[config.mk]
export PLATFORM = sky130hd
export DESIGN_NAME = i2s_tdm_tx
export DESIGN_NICKNAME = d
export VERILOG_FILES = /design/src/rtl/i2s_tdm_tx.sv
export SDC_FILE = /design/constraint.sdc
export NUM_CORES = 1
export LEC_CHECK = 0
export BUFFER_PORTS_ARGS = -buffer_cell sky130_fd_sc_hd__buf_4
export CORE_MARGIN = 4
export CORE_UTILIZATION = 62
export CTS_BUF_LIST = sky130_fd_sc_hd__clkbuf_8 sky130_fd_sc_hd__clkbuf_16
export DETAILED_ROUTE_END_ITERATION = 16
export PLACE_DENSITY_LB_ADDON = 0.3
export SYNTH_ARGS = -nofsm -noshare
export SYNTH_HDL_FRONTEND = slang
export SYNTH_SLANG_ARGS = --single-unit
[constraint.sdc]
create_clock -name clk -period 5.2 [get_ports clk]
set_input_delay 0.52 -clock clk [delete_from_list [all_inputs] [get_ports clk]]
set_output_delay 0.52 -clock clk [all_outputs]
set_load 0.005 [all_outputs]
[src/rtl/i2s_tdm_tx.sv]
// i2s_tdm_tx: serial-audio transmit master (I2S, left-justified, TDM).
// Generates sclk/lrclk from MCLK, fetches one frame of samples per frame
// from an upstream FIFO and serialises it MSB first.
// Optional feature macro: I2S_TDM_TX_UNDERRUN_EN adds underrun/underrun_count.
module i2s_tdm_tx #(
    parameter int unsigned DW       = 24,
    parameter int unsigned SLOT_W   = 32,
    parameter int unsigned NCH      = 2,
    parameter int unsigned FS_RATIO = 256,
    parameter int unsigned MODE     = 0,
    parameter int unsigned EARLY    = 4
) (
    input  logic                clk,
    input  logic                rst,
    input  logic [NCH*DW-1:0]   samples,
    output logic                rd_en,
    input  logic                rd_valid,
    output logic                rd_early,
    output logic                sclk,
    output logic                lrclk,
`ifdef I2S_TDM_TX_UNDERRUN_EN
    output logic                underrun,
    output logic [15:0]         underrun_count,
`endif
    output logic                sdo
);

    localparam int unsigned FRAME = NCH * SLOT_W;
    localparam int unsigned DIV   = (FRAME > 0) ? FS_RATIO / FRAME : 0;
    localparam int unsigned CW    = (FS_RATIO > 2) ? $clog2(FS_RATIO) : 1;

    localparam logic [CW-1:0]     C_LAST = CW'(FS_RATIO - 1);
    localparam logic [CW-1:0]     C_CAP  = CW'(FS_RATIO - 2);
    localparam logic [NCH*DW-1:0] C_LSB  = {{(NCH*DW-1){1'b0}}, 1'b1};

    if (FRAME == 0 || (FS_RATIO % FRAME) != 0 || DIV < 2 || (DIV % 2) != 0 ||
        DW > SLOT_W || DW == 0 || EARLY + 4 > FS_RATIO || MODE > 2 ||
        (MODE < 2 && NCH != 2) || (MODE == 2 && NCH < 2)) begin : g_bad_cfg
        $error("i2s_tdm_tx: illegal parameter combination");
    end

    logic [CW-1:0]     r_cnt;
    logic [NCH*DW-1:0] r_hold;
    logic [NCH*DW-1:0] r_active;
    logic              r_sclk;
    logic              r_lrclk;
    logic              r_sdo;
    logic              r_rd_en;
    logic              r_rd_early;

    int unsigned       w_cur;
    int unsigned       w_nxt;
    int unsigned       w_b;
    int unsigned       w_ph;
    int unsigned       w_s;
    int unsigned       w_p;
    logic [NCH*DW-1:0] w_src;
    logic              w_sclk;
    logic              w_lrclk;
    logic              w_sdo;
    logic              w_rd_en;
    logic              w_rd_early;

    // Output equations evaluated for the next count so every output is a flop.
    always_comb begin
        w_cur = 32'(r_cnt);
        w_nxt = (w_cur == FS_RATIO - 1) ? 32'd0 : w_cur + 32'd1;
        w_b   = w_nxt / DIV;
        w_ph  = w_nxt % DIV;
        w_s   = w_b / SLOT_W;
        w_p   = w_b % SLOT_W;
        // At the frame boundary active is being reloaded, so look at hold directly.
        w_src = (r_cnt == C_LAST) ? r_hold : r_active;
        w_sdo = 1'b0;
        if (w_p < DW) begin
            w_sdo = ((w_src >> (w_s * DW + (DW - 1 - w_p))) & C_LSB) != '0;
        end
        if (MODE == 0) begin
            w_lrclk = ((w_b + 32'd1) % FRAME) >= SLOT_W;
        end else if (MODE == 1) begin
            w_lrclk = w_b < SLOT_W;
        end else begin
            w_lrclk = w_b == FRAME - 1;
        end
        w_sclk     = w_ph >= DIV / 2;
        w_rd_early = w_nxt == FS_RATIO - 3 - EARLY;
        w_rd_en    = w_nxt == FS_RATIO - 3;
    end

    // Frame counter, sample capture and registered outputs.
    always_ff @(posedge clk) begin
        if (!rst) begin
            r_cnt      <= '0;
            r_hold     <= '0;
            r_active   <= '0;
            r_sclk     <= 1'b0;
            r_lrclk    <= 1'b0;
            r_sdo      <= 1'b0;
            r_rd_en    <= 1'b0;
            r_rd_early <= 1'b0;
        end else begin
            r_cnt      <= CW'(w_nxt);
            r_sclk     <= w_sclk;
            r_lrclk    <= w_lrclk;
            r_sdo      <= w_sdo;
            r_rd_en    <= w_rd_en;
            r_rd_early <= w_rd_early;
            if (r_cnt == C_CAP) begin
                // Missing data mutes the whole next frame.
                r_hold <= rd_valid ? samples : '0;
            end
            if (r_cnt == C_LAST) begin
                r_active <= r_hold;
            end
        end
    end

`ifdef I2S_TDM_TX_UNDERRUN_EN
    logic        r_underrun;
    logic [15:0] r_underrun_count;

    // Underrun flag and saturating counter, updated at the capture point.
    always_ff @(posedge clk) begin
        if (!rst) begin
            r_underrun       <= 1'b0;
            r_underrun_count <= 16'd0;
        end else begin
            r_underrun <= (r_cnt == C_CAP) && !rd_valid;
            if ((r_cnt == C_CAP) && !rd_valid && (r_underrun_count != 16'hFFFF)) begin
                r_underrun_count <= r_underrun_count + 16'd1;
            end
        end
    end

    assign underrun       = r_underrun;
    assign underrun_count = r_underrun_count;
`endif

    assign sclk     = r_sclk;
    assign lrclk    = r_lrclk;
    assign sdo      = r_sdo;
    assign rd_en    = r_rd_en;
    assign rd_early = r_rd_early;

endmodule

==> results by stage <==
Yosys:
- The cell type with the highest aggregate area in the netlist is sky130_fd_sc_hd__dfxtp_1.
- Synthesis handed over a netlist of 565 instances.
- The share of the synthesized netlist area taken by xor and xnor gates is 1.45%.
- Yosys printed 0 warnings.
- The mean instance size in the synthesized netlist is 8.42 sq um.
- The synthesized design devotes to its leading area cell type 45.5% of total area.
- The synthesized netlist devotes 20.6% of its cell area to compound gates.
- Synthesis produced a netlist with a net count of 624.
- Sorting the synthesized cells by area gives the leading types as sky130_fd_sc_hd__dfxtp_1 45%, sky130_fd_sc_hd__a21boi_0 11%, sky130_fd_sc_hd__nand2_1 11%.
- The synthesized netlist contains 45 unique library cells.
- For this run, the leading register cell type out of synthesis is sky130_fd_sc_hd__dfxtp_1.
- In this run, synthesis produced a sequential element count of 108.
- The share of async-settable or async-resettable flops after synthesis is 0%.
- The synthesized design contains 0 enable-type register cells.
- Of the total synthesized cell area, the portion taken by full adders, half adders and majority gates is 2.26%.
- The mux share of post-synthesis cell area is 2.89%.
- After synthesis, flip-flops and latches occupy 45.5% of the total area.
- The main combinational cell family by area after synthesis is simple AND/OR/NAND/NOR gates.
- The area of the mapped netlist is 4750 sq um.
- The basic-gate share of the synthesized area counting and, or, nand and nor cells is 23.2%.

Clocking:
- TritonCTS built the clock tree.
- The number of hold buffers added after CTS was 0.
- After clock tree synthesis, the clock-pin slew on the worst setup and hold paths is 0.11 ns.
- The clock reaches the later pin of the worst-skew pair after 0.37 ns.
- The number of buffers added for setup after CTS is 0.
- Once the clock tree was built, the resizer swapped 0 gates to a different size.
- The root buffer cell is sky130_fd_sc_hd__clkbuf_8.
- The number of H-tree levels is 3.
- Buffers inserted during clock tree synthesis total 9.
- The count of clock tree sinks is 108.
- The maximum count of clock buffers along a single path is 2.

Pwr:
- The internal power of the cells totals 1060 uW.
- The clock network burns 34.4% of the power.
- The switching share of power is 25.0%.
- The leakage power figure is 0.00191 uW.
- The net switching power figure is 353 uW.
- In this run the power density over the cells is 264 nW/um^2.
- Registers are responsible for 59.0% of the overall power.
- Of the total power, combinational logic draws 6.6%.
- The worst voltage drop across the vdd grid is 0.152 mV.
- Total power for the finished layout comes to 1410 uW.

Worst setup path:
- The largest incremental delay on the critical path is 0.49 ns.
- The setup slack on the worst flop-to-flop path is 1.61 ns.
- The critical path contains buffers and inverters numbering 2 combined.
- The biggest fanout along the worst timing path is 43.
- STA classifies the critical path startpoint as a register.
- Data on the critical path is required at its endpoint by 5.49 ns.
- The cell type group with the largest total delay on the critical path is adder cells.
- The type of the worst setup path is register to register.
- Data arrives at the worst endpoint at 3.88 ns.
- The slowest cell on the critical path is sky130_fd_sc_hd__fa_1.
- The worst setup path is captured at a register.
- Walking the worst path, the cells encountered are ha_1 > nand3_1 > nor2_2 > buf_4 > nor2_1 > ha_1 > inv_1 > fa_1 > nand2b_1 > a311oi_1 > a211oi_1 > a211oi_1.

Routing:
- Summed over all layers, the routed wires come to 10600 um.
- The average wire per cell in the routed design is 15.3 um.
- The post-detailed-route via-to-cell ratio is 5.78.
- The DRC marker count from the first detailed-route iteration is 240.
- The final routed DRC violation total is 0.
- The count of nets left with antenna violations once routing finished came out at 0.
- The iteration count of the initial detailed-routing pass is 5.
- Across all layers, the routed design uses 4028 vias.

STA:
- Across the routed clock network, the largest skew measured is 0.00730 ns.
- Setup repair after global routing left no endpoint under its margin.
- Across all setup checks in the final design, the least slack found is 1.61 ns.
- The fraction of the cycle the final worst path needs is 69.0%.
- The number of hold-slack violations in the final timing report is 0.
- The final number of setup-violating endpoints is 0.
- The clock period could shrink to 3.59 ns.
- The top achievable clock speed is 279 MHz.
- The worst hold slack is 0.416 ns.
- The worst slew margin relative to its limit is 41.6%.
- The pin slew with the least headroom to its limit is 0.869 ns.
- Adding up every negative setup slack in the final design gives 0 ns.
- The final-report max-slew violation count is 0.

Job:
- Across the run, the number of max-cap violations was 0.

Global routing:
- Entering global routing, the biggest net connects 107 pins.
- The wire length of the first global-routing pass is 17700 um.
- Global routing consumed, over all layers together, 24.4% of the routing resources.
- The remaining global-route overflow is 0.
- The number of global-route vias before repair was 3808.
- The initial antenna violation count was 0.

Final layout:
- Leaving out fill and tap cells, the most frequent cell in the layout is sky130_fd_sc_hd__nand2_1.
- At the end of the flow, the number of nets in the layout was 652.
- Relative to the synthesized area, the layout overhead comes to 12.4%.
- Cells with a size suffix above 1 make up 14.4% of the layout.
- After routing the design area is 5340 sq um.
- In the layout the commonest cells are 136 x sky130_fd_sc_hd__nand2_1, 108 x sky130_fd_sc_hd__dfxtp_1, 71 x sky130_fd_sc_hd__a21boi_0, 61 x sky130_fd_sc_hd__nand3_1, 60 x sky130_fd_sc_hd__buf_4.
- The diode insertion count for antenna repair is 0.

Floorplan:
- The area of the placeable core is 7370 sq um.
- The number of rows in the core area is 31.
- The die covers 9130 sq um.
- From bottom edge to top edge, the die measures 95.6 um.
- In this run the horizontal extent of the chip is 95.6 um.
- 56 I/O pins were placed.
- The starting density of the core is 64.5%.

Placed design:
- The setup slack after placement is 1.69 ns.
- The port buffer count is 55.
- The HPWL after detailed placement is 7000 um.
- The placer congestion estimate is 0.894.
- The placement-stage cell area is 5160 sq um.

Status:
- The run finished with clean final reports.

Hold path:
- The path class of the tightest hold or removal check is primary input to register.
-- through the flow --
step	std cells	util [%]
4_1_cts	697	72.5
2_1_floorplan	565	-
6_report	697	72.5
3_3_place_gp	681	70.0
3_5_place_dp	681	70.0
5_1_grt	697	72.5
-- kinds of logic after synthesis --
group	count (synthesis)
and+or+nand+nor	250
AOI/OAI and AO/OA	135
DFF	108
buffers and inverters	48
muxes	9
adders and majority gates	8
xor gates and xnor gates	7
-- power by group through the flow --
stage / Clock, uW / Sequential, uW / Combinational (uW)
4_1_cts: 493 / 833 / 92.7
3_5_place_dp: 0 / 852 / 92.7
6_report: 487 / 833 / 93.0
5_1_grt: 523 / 834 / 102
3_3_place_gp: 0 / 852 / 91.5
2_1_floorplan: 0 / 850 / 50.2
-- state kept, by name, indices dropped and copies added, names as in the netlist --
signal    flops
r_active     48
r_hold       48
r_cnt         8
lrclk         1
rd_early      1
rd_en         1
sdo           1
-- path summary, 6_finish.rpt --
check / from / end / cells after the start
worst min-delay path: samples[38] / r_hold[38] / 3
worst min register to register: r_hold[28] / r_active[28] / 2
worst max register to register: r_cnt[1] / sdo / 12
worst max-delay path: r_cnt[1] / sdo / 12
-- per-layer routing --
metal | vias to the layer above | global-route usage (%) | share of wire (%) | wire length [um]
li1 | 1987 | - | - | -
met1 | 1945 | 32.3 | 46 | 4860
met2 | 82 | 40.4 | 49 | 5190
met3 | 14 | 4.97 | 4.4 | 465
met4 | 0 | 6.52 | 1.1 | 115
met5 | - | 0 | 0 | 0
-- Yosys cell counts, types with 4 or more instances --
library cell,instances
sky130_fd_sc_hd__a31oi_1,8
sky130_fd_sc_hd__ha_1,7
sky130_fd_sc_hd__dfxtp_1,108
sky130_fd_sc_hd__a21boi_0,71
sky130_fd_sc_hd__and2_1,7
sky130_fd_sc_hd__a21oi_1,5
sky130_fd_sc_hd__nor2_1,22
sky130_fd_sc_hd__nor2b_1,4
sky130_fd_sc_hd__o21ai_0,10
sky130_fd_sc_hd__xnor2_1,4
sky130_fd_sc_hd__a311oi_1,4
sky130_fd_sc_hd__a21boi_1,22
sky130_fd_sc_hd__inv_1,5
sky130_fd_sc_hd__a211oi_1,6
sky130_fd_sc_hd__nand3_1,61
sky130_fd_sc_hd__clkbuf_1,34
sky130_fd_sc_hd__and3_1,6
sky130_fd_sc_hd__nand2_1,136
sky130_fd_sc_hd__mux2i_1,4
-- worst min-delay path, cell delays in order --
cell                       delay (ns)
sky130_fd_sc_hd__buf_4           0.11
sky130_fd_sc_hd__nand3_1         0.05
sky130_fd_sc_hd__a21boi_0        0.07
-- final cells by class --
type / instances / area [sq um]
multi-input cells: 409 / 2400
clock inverters: 7 / 60.1
inverters: 5 / 18.8
flip-flops and latches: 108 / 2160
repair buffers: 60 / 450
fillers: 594 / 2030
well taps: 99 / 124
clock buffers: 9 / 124
Note: power is estimated with default switching activity, not from simulation.
